**src/rtl/ntt_bram_scheduler_pkg.sv**
```systemverilog
// Shared types and constants for the NTT coefficient-BRAM scheduler.
package ntt_sched_pkg;
  typedef enum logic [1:0] {
    IDLE = 2'd0,
    ARM  = 2'd1,
    RUN  = 2'd2,
    DONE = 2'd3
  } state_e;

  localparam logic OWNER_HOST = 1'b0;
  localparam logic OWNER_ENG  = 1'b1;

  localparam int ADDR_W_DEF = 8;
  localparam int DATA_W_DEF = 12;

  // One entry per BRAM pipeline stage; travels with the strobe so dout can be steered.
  typedef struct packed {
    logic host_req;
    logic eng_req;
    logic owner;
    logic grant;
  } tag_t;
endpackage

```
**src/rtl/ntt_bram_scheduler_if.sv**
```systemverilog
// Single-port BRAM style bus: requester drives en/we/addr/din, responder returns dout.
interface ntt_bram_scheduler_if
  import ntt_sched_pkg::*;
#(
  parameter int ADDR_W = ADDR_W_DEF,
  parameter int DATA_W = DATA_W_DEF
);
  logic              en;
  logic              we;
  logic [ADDR_W-1:0] addr;
  logic [DATA_W-1:0] din;
  logic [DATA_W-1:0] dout;

  modport master (output en, we, addr, din, input dout);
  modport slave  (input en, we, addr, din, output dout);
endinterface

```
**src/rtl/ntt_bram_scheduler_port_mux.sv**
```systemverilog
// Registered owner mux onto the BRAM plus the 2-stage tag pipeline that routes
// read data back to whichever requester issued the strobe.
module ntt_bram_port_mux
  import ntt_sched_pkg::*;
#(
  parameter int ADDR_W = ADDR_W_DEF,
  parameter int DATA_W = DATA_W_DEF
) (
  input  logic                 clk,
  input  logic                 rst_n,
  input  logic                 grant_i,
  input  logic                 owner_i,
  ntt_bram_scheduler_if.slave  host,
  ntt_bram_scheduler_if.slave  eng,
  ntt_bram_scheduler_if.master bram
);
  logic              bram_en_d, bram_en_q, bram_we_d, bram_we_q;
  logic [ADDR_W-1:0] bram_addr_d, bram_addr_q;
  logic [DATA_W-1:0] bram_din_d, bram_din_q;
  logic [DATA_W-1:0] host_dout_d, host_dout_q, eng_dout_d, eng_dout_q;
  tag_t              tag_in;
  tag_t [1:0]        tag_d, tag_q;
  logic              sel_eng;

  always_comb begin
    sel_eng     = (owner_i == OWNER_ENG);
    bram_en_d   = grant_i & (sel_eng ? eng.en : host.en);
    bram_we_d   = bram_en_d & (sel_eng ? eng.we : host.we);
    bram_addr_d = sel_eng ? eng.addr : host.addr;
    bram_din_d  = sel_eng ? eng.din  : host.din;
    tag_in      = '{host_req: host.en, eng_req: eng.en, owner: owner_i, grant: grant_i};
    tag_d       = {tag_q[0], tag_in};
    // A requester that was not served gets zero back; the other one keeps its last word.
    host_dout_d = host_dout_q;
    eng_dout_d  = eng_dout_q;
    if (tag_q[1].host_req)
      host_dout_d = (tag_q[1].grant && tag_q[1].owner == OWNER_HOST) ? bram.dout : '0;
    if (tag_q[1].eng_req)
      eng_dout_d  = (tag_q[1].grant && tag_q[1].owner == OWNER_ENG)  ? bram.dout : '0;
  end

  always_ff @(posedge clk) begin
    if (!rst_n) begin
      bram_en_q   <= 1'b0;
      bram_we_q   <= 1'b0;
      bram_addr_q <= '0;
      bram_din_q  <= '0;
      tag_q       <= '0;
      host_dout_q <= '0;
      eng_dout_q  <= '0;
    end else begin
      bram_en_q   <= bram_en_d;
      bram_we_q   <= bram_we_d;
      bram_addr_q <= bram_addr_d;
      bram_din_q  <= bram_din_d;
      tag_q       <= tag_d;
      host_dout_q <= host_dout_d;
      eng_dout_q  <= eng_dout_d;
    end
  end

  assign bram.en   = bram_en_q;
  assign bram.we   = bram_we_q;
  assign bram.addr = bram_addr_q;
  assign bram.din  = bram_din_q;
  assign host.dout = host_dout_d;
  assign eng.dout  = eng_dout_d;
endmodule

```
**src/rtl/ntt_bram_scheduler.sv**
```systemverilog
// Transform sequencer for the NTT unit: hands the coefficient BRAM from host to engine
// and back, with watchdog abort and sticky irq/err flags.
module ntt_bram_scheduler
  import ntt_sched_pkg::*;
#(
  parameter int ADDR_W  = ADDR_W_DEF,
  parameter int DATA_W  = DATA_W_DEF,
  parameter int TIMEOUT = 4096
) (
  input  logic                 s00_axi_aclk,
  input  logic                 s00_axi_aresetn,
  input  logic                 start_i,
  input  logic                 mode_i,
  input  logic                 irq_ack_i,
  input  logic                 eng_done_i,
  output logic                 busy_o,
  output logic                 err_o,
  output logic                 irq_o,
  output logic                 eng_go_o,
  output logic                 eng_mode_o,
  ntt_bram_scheduler_if.slave  host,
  ntt_bram_scheduler_if.slave  eng,
  ntt_bram_scheduler_if.master bram
);
  localparam int WD_W = $clog2(TIMEOUT + 1);

  state_e            state_d, state_q;
  logic              start_prev_q, mode_d, mode_q, go_d, go_q, busy_d, busy_q;
  logic              err_d, err_q, irq_d, irq_q;
  logic [WD_W-1:0]   wd_d, wd_q;
  logic              start_edge, abort, done_set, clr_err;
  logic              grant, owner;

  always_comb begin
    start_edge = start_i & ~start_prev_q;
    state_d    = state_q;
    mode_d     = mode_q;
    wd_d       = wd_q;
    go_d       = 1'b0;
    abort      = 1'b0;
    done_set   = 1'b0;
    clr_err    = 1'b0;
    case (state_q)
      IDLE: if (start_edge) begin
        state_d = ARM;
        mode_d  = mode_i;
        wd_d    = '0;
        clr_err = 1'b1;
      end
      ARM: begin
        state_d = RUN;
        go_d    = 1'b1;
      end
      RUN: begin
        wd_d = wd_q + 1'b1;
        // Done on the last allowed cycle still counts as a normal completion.
        if (eng_done_i)                            state_d = DONE;
        else if (wd_q == WD_W'(TIMEOUT - 1)) begin state_d = IDLE; abort = 1'b1; end
      end
      DONE: begin
        state_d  = IDLE;
        done_set = 1'b1;
      end
      default: state_d = IDLE;
    endcase
    err_d = err_q;
    irq_d = irq_q;
    if (irq_ack_i) begin
      err_d = 1'b0;
      irq_d = 1'b0;
    end
    if (clr_err) err_d = 1'b0;
    if (abort || (host.en && state_q != IDLE)) err_d = 1'b1;
    if (abort || done_set)                     irq_d = 1'b1;
    busy_d = (state_d != IDLE);
    grant  = (state_q == IDLE) || (state_q == RUN);
    owner  = (state_q == RUN) ? OWNER_ENG : OWNER_HOST;
  end

  always_ff @(posedge s00_axi_aclk) begin
    if (!s00_axi_aresetn) begin
      state_q      <= IDLE;
      start_prev_q <= 1'b0;
      mode_q       <= 1'b0;
      go_q         <= 1'b0;
      busy_q       <= 1'b0;
      err_q        <= 1'b0;
      irq_q        <= 1'b0;
      wd_q         <= '0;
    end else begin
      state_q      <= state_d;
      start_prev_q <= start_i;
      mode_q       <= mode_d;
      go_q         <= go_d;
      busy_q       <= busy_d;
      err_q        <= err_d;
      irq_q        <= irq_d;
      wd_q         <= wd_d;
    end
  end

  assign busy_o     = busy_q;
  assign err_o      = err_q;
  assign irq_o      = irq_q;
  assign eng_go_o   = go_q;
  assign eng_mode_o = mode_q;

  ntt_bram_port_mux #(.ADDR_W(ADDR_W), .DATA_W(DATA_W)) u_mux (
    .clk     (s00_axi_aclk),
    .rst_n   (s00_axi_aresetn),
    .grant_i (grant),
    .owner_i (owner),
    .host    (host),
    .eng     (eng),
    .bram    (bram)
  );
endmodule
```
**src/flat_wrapper.sv**
```systemverilog
// flat-port wrapper written by rule: the top's interface ports become plain ports
module ntt_bram_scheduler_flat import ntt_sched_pkg::*;
#(
  parameter int ADDR_W  = ADDR_W_DEF,
  parameter int DATA_W  = DATA_W_DEF,
  parameter int TIMEOUT = 4096
)
  (s00_axi_aclk, s00_axi_aresetn, start_i, mode_i, irq_ack_i, eng_done_i, busy_o, err_o, irq_o, eng_go_o, eng_mode_o, host_en, host_we, host_addr, host_din, host_dout, eng_en, eng_we, eng_addr, eng_din, eng_dout, bram_en, bram_we, bram_addr, bram_din, bram_dout);
  ntt_bram_scheduler_if #(.ADDR_W(ADDR_W), .DATA_W(DATA_W)) host_i ();
  ntt_bram_scheduler_if #(.ADDR_W(ADDR_W), .DATA_W(DATA_W)) eng_i ();
  ntt_bram_scheduler_if #(.ADDR_W(ADDR_W), .DATA_W(DATA_W)) bram_i ();
  input  logic s00_axi_aclk;
  input  logic s00_axi_aresetn;
  input  logic start_i;
  input  logic mode_i;
  input  logic irq_ack_i;
  input  logic eng_done_i;
  output logic busy_o;
  output logic err_o;
  output logic irq_o;
  output logic eng_go_o;
  output logic eng_mode_o;
  input wire logic [$bits(host_i.en)-1:0] host_en;
  input wire logic [$bits(host_i.we)-1:0] host_we;
  input wire logic [$bits(host_i.addr)-1:0] host_addr;
  input wire logic [$bits(host_i.din)-1:0] host_din;
  output wire logic [$bits(host_i.dout)-1:0] host_dout;
  input wire logic [$bits(eng_i.en)-1:0] eng_en;
  input wire logic [$bits(eng_i.we)-1:0] eng_we;
  input wire logic [$bits(eng_i.addr)-1:0] eng_addr;
  input wire logic [$bits(eng_i.din)-1:0] eng_din;
  output wire logic [$bits(eng_i.dout)-1:0] eng_dout;
  output wire logic [$bits(bram_i.en)-1:0] bram_en;
  output wire logic [$bits(bram_i.we)-1:0] bram_we;
  output wire logic [$bits(bram_i.addr)-1:0] bram_addr;
  output wire logic [$bits(bram_i.din)-1:0] bram_din;
  input wire logic [$bits(bram_i.dout)-1:0] bram_dout;
  assign host_i.en = host_en;
  assign host_i.we = host_we;
  assign host_i.addr = host_addr;
  assign host_i.din = host_din;
  assign host_dout = host_i.dout;
  assign eng_i.en = eng_en;
  assign eng_i.we = eng_we;
  assign eng_i.addr = eng_addr;
  assign eng_i.din = eng_din;
  assign eng_dout = eng_i.dout;
  assign bram_en = bram_i.en;
  assign bram_we = bram_i.we;
  assign bram_addr = bram_i.addr;
  assign bram_din = bram_i.din;
  assign bram_i.dout = bram_dout;
  ntt_bram_scheduler #(.ADDR_W(ADDR_W), .DATA_W(DATA_W), .TIMEOUT(TIMEOUT)) u_core (.s00_axi_aclk(s00_axi_aclk), .s00_axi_aresetn(s00_axi_aresetn), .start_i(start_i), .mode_i(mode_i), .irq_ack_i(irq_ack_i), .eng_done_i(eng_done_i), .busy_o(busy_o), .err_o(err_o), .irq_o(irq_o), .eng_go_o(eng_go_o), .eng_mode_o(eng_mode_o), .host(host_i), .eng(eng_i), .bram(bram_i));
endmodule
```
**config.mk**
```make
export PLATFORM = sky130hd
export DESIGN_NAME = ntt_bram_scheduler_flat
export DESIGN_NICKNAME = d
export VERILOG_FILES = /design/src/rtl/ntt_bram_scheduler_pkg.sv /design/src/rtl/ntt_bram_scheduler_if.sv /design/src/rtl/ntt_bram_scheduler_port_mux.sv /design/src/rtl/ntt_bram_scheduler.sv /design/src/flat_wrapper.sv
export SDC_FILE = /design/constraint.sdc
export NUM_CORES = 1
export LEC_CHECK = 0
export CORE_ASPECT_RATIO = 0.9
export CORE_MARGIN = 1.5
export CORE_UTILIZATION = 45
export CTS_BUF_LIST = sky130_fd_sc_hd__clkbuf_8
export DETAILED_ROUTE_END_ITERATION = 8
export PLACE_DENSITY = 0.82
export SLEW_MARGIN = 40
export SYNTH_ARGS = -nofsm -noshare
export SYNTH_HDL_FRONTEND = slang
export SYNTH_SLANG_ARGS = --single-unit
```
**constraint.sdc**
```tcl
create_clock -name s00_axi_aclk -period 2.3 [get_ports s00_axi_aclk]
set_input_delay 0.345 -clock s00_axi_aclk [delete_from_list [all_inputs] [get_ports s00_axi_aclk]]
set_output_delay 0.345 -clock s00_axi_aclk [all_outputs]
set_load 0.05 [all_outputs]
```
## Yosys cells after proc, flatten, opt, wreduce, memory -nomap -nowiden

Cells that the tools add are included.
W data, S select, Z words.

| cells by class | value |
|---|---|
| equal/unequal tests | 5 |
| mux-type cells | 26 |
| reductions and logical operators | 14 |
| bitwise gates (word level) | 5 |
| add/sub/neg operators | 1 |

Operators by type and width:

| cell | count |
|---|---|
| $mux W12 | 5 |
| $pmux W13 S2 | 1 |
| $mux W1 | 14 |
| $add A13 B1 Y13 const B | 1 |
| $eq A13 B12 Y1 const B | 1 |
| $mux W13 | 1 |
| $mux W8 | 1 |
| $pmux W2 S4 | 1 |
| $reduce_bool A2 Y1 | 4 |
| $mux W2 | 3 |
| $eq A2 B2 Y1 const B | 2 |
| $reduce_and A2 Y1 | 2 |
| $and A1 B1 Y1 | 3 |
| $logic_and A1 B1 Y1 | 3 |
| $logic_or A1 B1 Y1 | 3 |
| $reduce_bool A3 Y1 | 1 |
| $eq A2 B1 Y1 const B | 1 |
| $logic_not A2 Y1 | 1 |
| $ne A2 B1 Y1 const B | 1 |
| $not A1 Y1 | 2 |

| word-level totals | value |
|---|---|
| bits of input ports | 62 |
| flip-flop bits (word level) | 75 |
| word-level logic and storage cells | 73 |

## Logic depth before layout (Yosys ltp)

Gate-level depths: netlist of the first run.

| logic depth | value |
|---|---|
| word-level depth | 6 |
| mapped depth | 6 |
| depth with buffers taken out | 5 |

## Cells and area by module

Synthesis of the first run repeated with hierarchy kept, for this count alone.

| unflattened totals | value |
|---|---|
| cells, all modules | 325 |
| area, all modules | 3158.0 um^2 |

By module, submodules not included:

| module | cells an instance | times used | area each (um^2) |
|---|---|---|---|
| ntt_bram_port_mux | 219 | 1 | 2205.9 |
| ntt_bram_scheduler | 106 | 1 | 952.2 |

## Least setup slack after synthesis of the first run

Ideal clock, no wire load.

| timing path | value |
|---|---|
| kind | register to output |
| start | register u_core.u_mux.tag_q[6] in the netlist's numbering |
| end | output eng_dout[1] |
| path slack | 0.345 ns |
| stages on the path, launching flop included | 3 |
| data arrival time | 1.610 ns |
| required time | 1.955 ns |
| path through | dfxtp_1 -> clkbuf_1 -> o21ai_0 |

| between the ends | value |
|---|---|
| longest elaborated chain between the ends | 1 |

RTL lines:

| element | line | text |
|---|---|---|
| from (decl) | ntt_bram_scheduler_port_mux.sv:22 | `tag_t [1:0] tag_d, tag_q;` |
| from (signal assigned) | ntt_bram_scheduler_port_mux.sv:56 | `tag_q <= tag_d;` |
| $mux W12 | ntt_bram_scheduler_port_mux.sv:38 | `if (tag_q[1].eng_req)` |
| to (decl) | flat_wrapper.sv:32 | `output wire logic [$bits(eng_i.dout)-1:0] eng_dout;` |

Every way passes these cells.

## Worst setup path in the final report of the first run

| timing path | value |
|---|---|
| start | register u_core.u_mux.tag_q[6] in the netlist's numbering |
| end | output eng_dout[4] |

Same word-level chain as after synthesis.

==> summary.md, run 1 <==
| Metric | Value |
|---|---|
| Dominant synthesized flop cell | `dfxtp_1` |
| Final setup violation count | `0` |
| First-pass GRT wire length | `12300 um` |
| Initial Util | `47.0%` |
| CTS tree | `done` |
| CP max stage delay | `0.46 ns` |
| CP startpoint kind | `register` |
| CP endpoint kind | `primary output` |
| Vert. Die Dim | `79.0 um` |
| Max frequency | `500 MHz` |
| Synth Area per Inst | `8.92 um2` |
| Syn Inst Count | `324` |
| CP cell instances | `and3_2, nand2_1, o21ai_0, buf_12` |
| Area leader, netlist | `dfxtp_1` |
| Post-synth top cells | `75 x dfxtp_1, 62 x nand2_1, 33 x and2_1, 23 x a21boi_0` |
| Initial DRC count | `77` |
| Area growth syn-to-layout | `59.7%` |
| IO buf count | `112` |
| Largest family of logic cells by synthesized area | `simple AND/OR/NAND/NOR gates` |
| CTS sink count | `75` |
| Die Wd | `87.5 um` |
| Tcrit/Tclk final | `86.9%` |
| Area fraction of the dominant cell type after synthesis | `51.9%` |
| Yosys warns | `0` |
| Core area | `6150 um2` |
| Post-synthesis mux area share | `0.346%` |
| Outcome | `finished clean` |
| Req. time, crit path | `1.96 ns` |
| Most common cell in the netlist | `dfxtp_1` |
| DIE AREA | `6920 um2` |
| Hold WC Path Type | `register to register` |
| Post-synth EDFFs | `0` |
| H-tree depth | `3` |
| Max-slew headroom | `64.4%` |
| Final ANT Viol Nets | `0` |
| Vias in the first global route | `2633` |
| Final layout net count | `500` |
| Global Route Usage Sum | `23.2%` |
| Clock Path Buffers | `2` |
| Crit Path Max Fanout | `13` |
| Row count | `27` |
| Clock Skew | `0.00749 ns` |
| Synthesized area | `2890 um2` |
| Drt wl/cell | `13.9 um` |
| VDD IR max | `0.583 mV` |
| Root Driver | `clkbuf_8` |
| Final setup TNS | `0 ns` |
| Layout Cells excl Fill | `529` |
| Cts hold-fix bufs | `0` |
| HPWL after detailed placement | `5280 um` |
| Gp weighted congestion | `0.791` |
| Final period demand of the worst path | `2.00 ns` |
| Mapped Nets | `387` |
| Largest net degree at the start of global routing | `42` |
| Arr. time, crit path | `1.65 ns` |
| Synth Area in Compound Gates | `17.4%` |
| Slowest-stage cell, CP | `dfxtp_2` |
| Reg clk slew, reported paths | `0.08 ns` |
| Worst skew pair latency | `0.34 ns` |
| Diodes inserted | `0` |
| Postcts setup bufs | `0` |
| Via Count | `2601` |
| Antenna violations before repair | `0` |
| Post-Synth XOR/XNOR Area | `1.82%` |
| Max cap viols | `0` |
| Register area share after synthesis | `51.9%` |
| Seq cells post-synth | `75` |
| Lkg Pwr | `1.78 nW` |
| Synth cell types | `38` |
| GRT overflow | `0` |
| Pwr dens | `691 nW/um2` |
| Layout cells sized above 1 | `12.0%` |
| Synth async-reset ratio | `0%` |
| TritonCTS Buffers | `9` |
| Pins Over Slew Limit | `0` |
| Top Ports | `113` |
| WS Path Type | `register to primary output` |
| RSZ-0062 raised after global routing | `no` |
| Post-Synth Adder-Cell Area | `0.433%` |
| Fin. Hold Viols | `0` |
| Cells after DPL | `513` |
| Ranking of synthesized cells by area | `dfxtp_1 52%, nand2_1 8.0%, and2_1 7.1%, a21boi_0 6.0%, a22o_1 3.6%` |
| TritonRoute pass-1 iters | `6` |
| DRT Wirelength | `7350 um` |
| Vias per Instance | `4.92` |
| Post-synthesis simple-gate area fraction | `23.1%` |
| Residual DRC | `0` |
| Actual slew at the worst max-slew pin | `0.532 ns` |
==> state kept, by name (all words and copies together) (netlist names), 2 cells and up <==
register	flops
u_core.wd_q	13
u_core.u_mux.bram.din	12
u_core.u_mux.eng_dout_q	12
u_core.u_mux.host_dout_q	12
u_core.u_mux.bram.addr	8
u_core.u_mux.tag_d	4
u_core.u_mux.tag_q	4
u_core.state_q	2
==> power by group <==
group          total (W)  switching (W)  internal [W]
clock            0.00131       0.000483      0.000830
combinational   0.000503       0.000276      0.000226
sequential       0.00138      0.0000255       0.00135
total            0.00319       0.000785       0.00241
==> path summary, 6_finish.rpt <==
kind                           end  cells past startpoint                  start  slack, ns
max                    eng_dout[4]                      4  u_core.u_mux.tag_q[6]       0.30
min          u_core.u_mux.tag_q[4]                      1  u_core.u_mux.tag_d[4]       0.44
max reg2reg        u_core.wd_q[12]                      4      u_core.state_q[0]       0.43
min reg2reg  u_core.u_mux.tag_q[4]                      1  u_core.u_mux.tag_d[4]       0.44
==> per-stage QoR <==
step | cell area, um2 | util (%) | hold slack [ns] | worst slack (ns) | power, W
floorplan | 2890 | - | 0.412 | 0.345 | 0.00167
global placement | 4350 | 70.8 | 0.414 | 0.0838 | 0.00190
detailed placement | 4350 | 70.8 | 0.420 | 0.0477 | 0.00191
CTS | 4620 | 75.1 | 0.436 | 0.0817 | 0.00322
global route | 4620 | 75.1 | 0.453 | 0.128 | 0.00331
finish | 4620 | 75.1 | 0.439 | 0.301 | 0.00319
==> placed cells by master, fill, tap and decap left out, drive strengths merged, types with 2 or more instances in the layout <==
cell type	instances
o211ai	3
nor2	9
a21oi	10
and2	33
bufinv	4
and3	2
nand2b	3
clkbuf	9
o31ai	2
dfxtp	75
nor2b	4
and2b	2
or3	3
o21ai	19
a22o	12
inv	19
a21boi	23
xor2	4
xnor2	2
or4	2
nand2	62
buf	33
nand4	2
clkdlybuf4s50	88
nand3	2
==> routing by layer <==
layer	global-route usage, %	vias to the layer above	part of all wire (%)
met2	40.8	94	51
met3	8.42	7	6.6
li1	-	1300	-
met4	6.98	0	0.98
met1	25.9	1200	41
met5	0	-	0
==> repair_timing <==
item	in CTS	in global routing
cloned	0	0
pin swaps	0	0
gates resized for setup	1	1
endpoints found under the setup margin	12	12
==> critical path: cells and delay by family (launching register included) <==
| family | cells | cell delay [ns] |
|---|---|---|
| AOI/OAI and AO/OA | 1 | 0.19 |
| DFF | 1 | 0.46 |
| and+or+nand+nor | 2 | 0.46 |
| buffers and inverters | 1 | 0.20 |
==> logic make-up after synthesis <==
logic type                 after synthesis
and+or+nand+nor                        131
DFF                                     75
AOI/OAI and AO/OA                       74
buffers and inverters                   36
xor gates and xnor gates                 6
muxes                                    1
adders and majority gates                1
==> area by class of cell <==
cell class | count | area [um2]
clock inverter | 7 | 140
sequential | 75 | 1500
inverter | 17 | 63.8
clock buffer | 9 | 124
timing repair buffer | 121 | 1430
tap | 87 | 109
fill | 452 | 1530
multi-input combinational | 213 | 1250
Note: power is estimated with default switching activity, not from simulation.
==> run 2, diff against run 1 <==
--- a/config.mk
+++ b/config.mk
@@ -5,6 +5,7 @@
 export SDC_FILE = /design/constraint.sdc
 export NUM_CORES = 1
 export LEC_CHECK = 0
+export CAP_MARGIN = 20
 export CORE_ASPECT_RATIO = 0.9
 export CORE_MARGIN = 1.5
 export CORE_UTILIZATION = 45
==> results of run 2 <==
No change in the layout: final DEF, timing and power equal those of run 1.
==> run 3, diff against run 2 <==
--- a/config.mk
+++ b/config.mk
@@ -11,6 +11,7 @@
 export CORE_UTILIZATION = 45
 export CTS_BUF_LIST = sky130_fd_sc_hd__clkbuf_8
 export DETAILED_ROUTE_END_ITERATION = 8
+export GPL_ROUTABILITY_DRIVEN = 0
 export PLACE_DENSITY = 0.82
 export SLEW_MARGIN = 40
 export SYNTH_ARGS = -nofsm -noshare
==> results of run 3 <==
No change in the layout: final DEF, timing and power equal those of run 1.
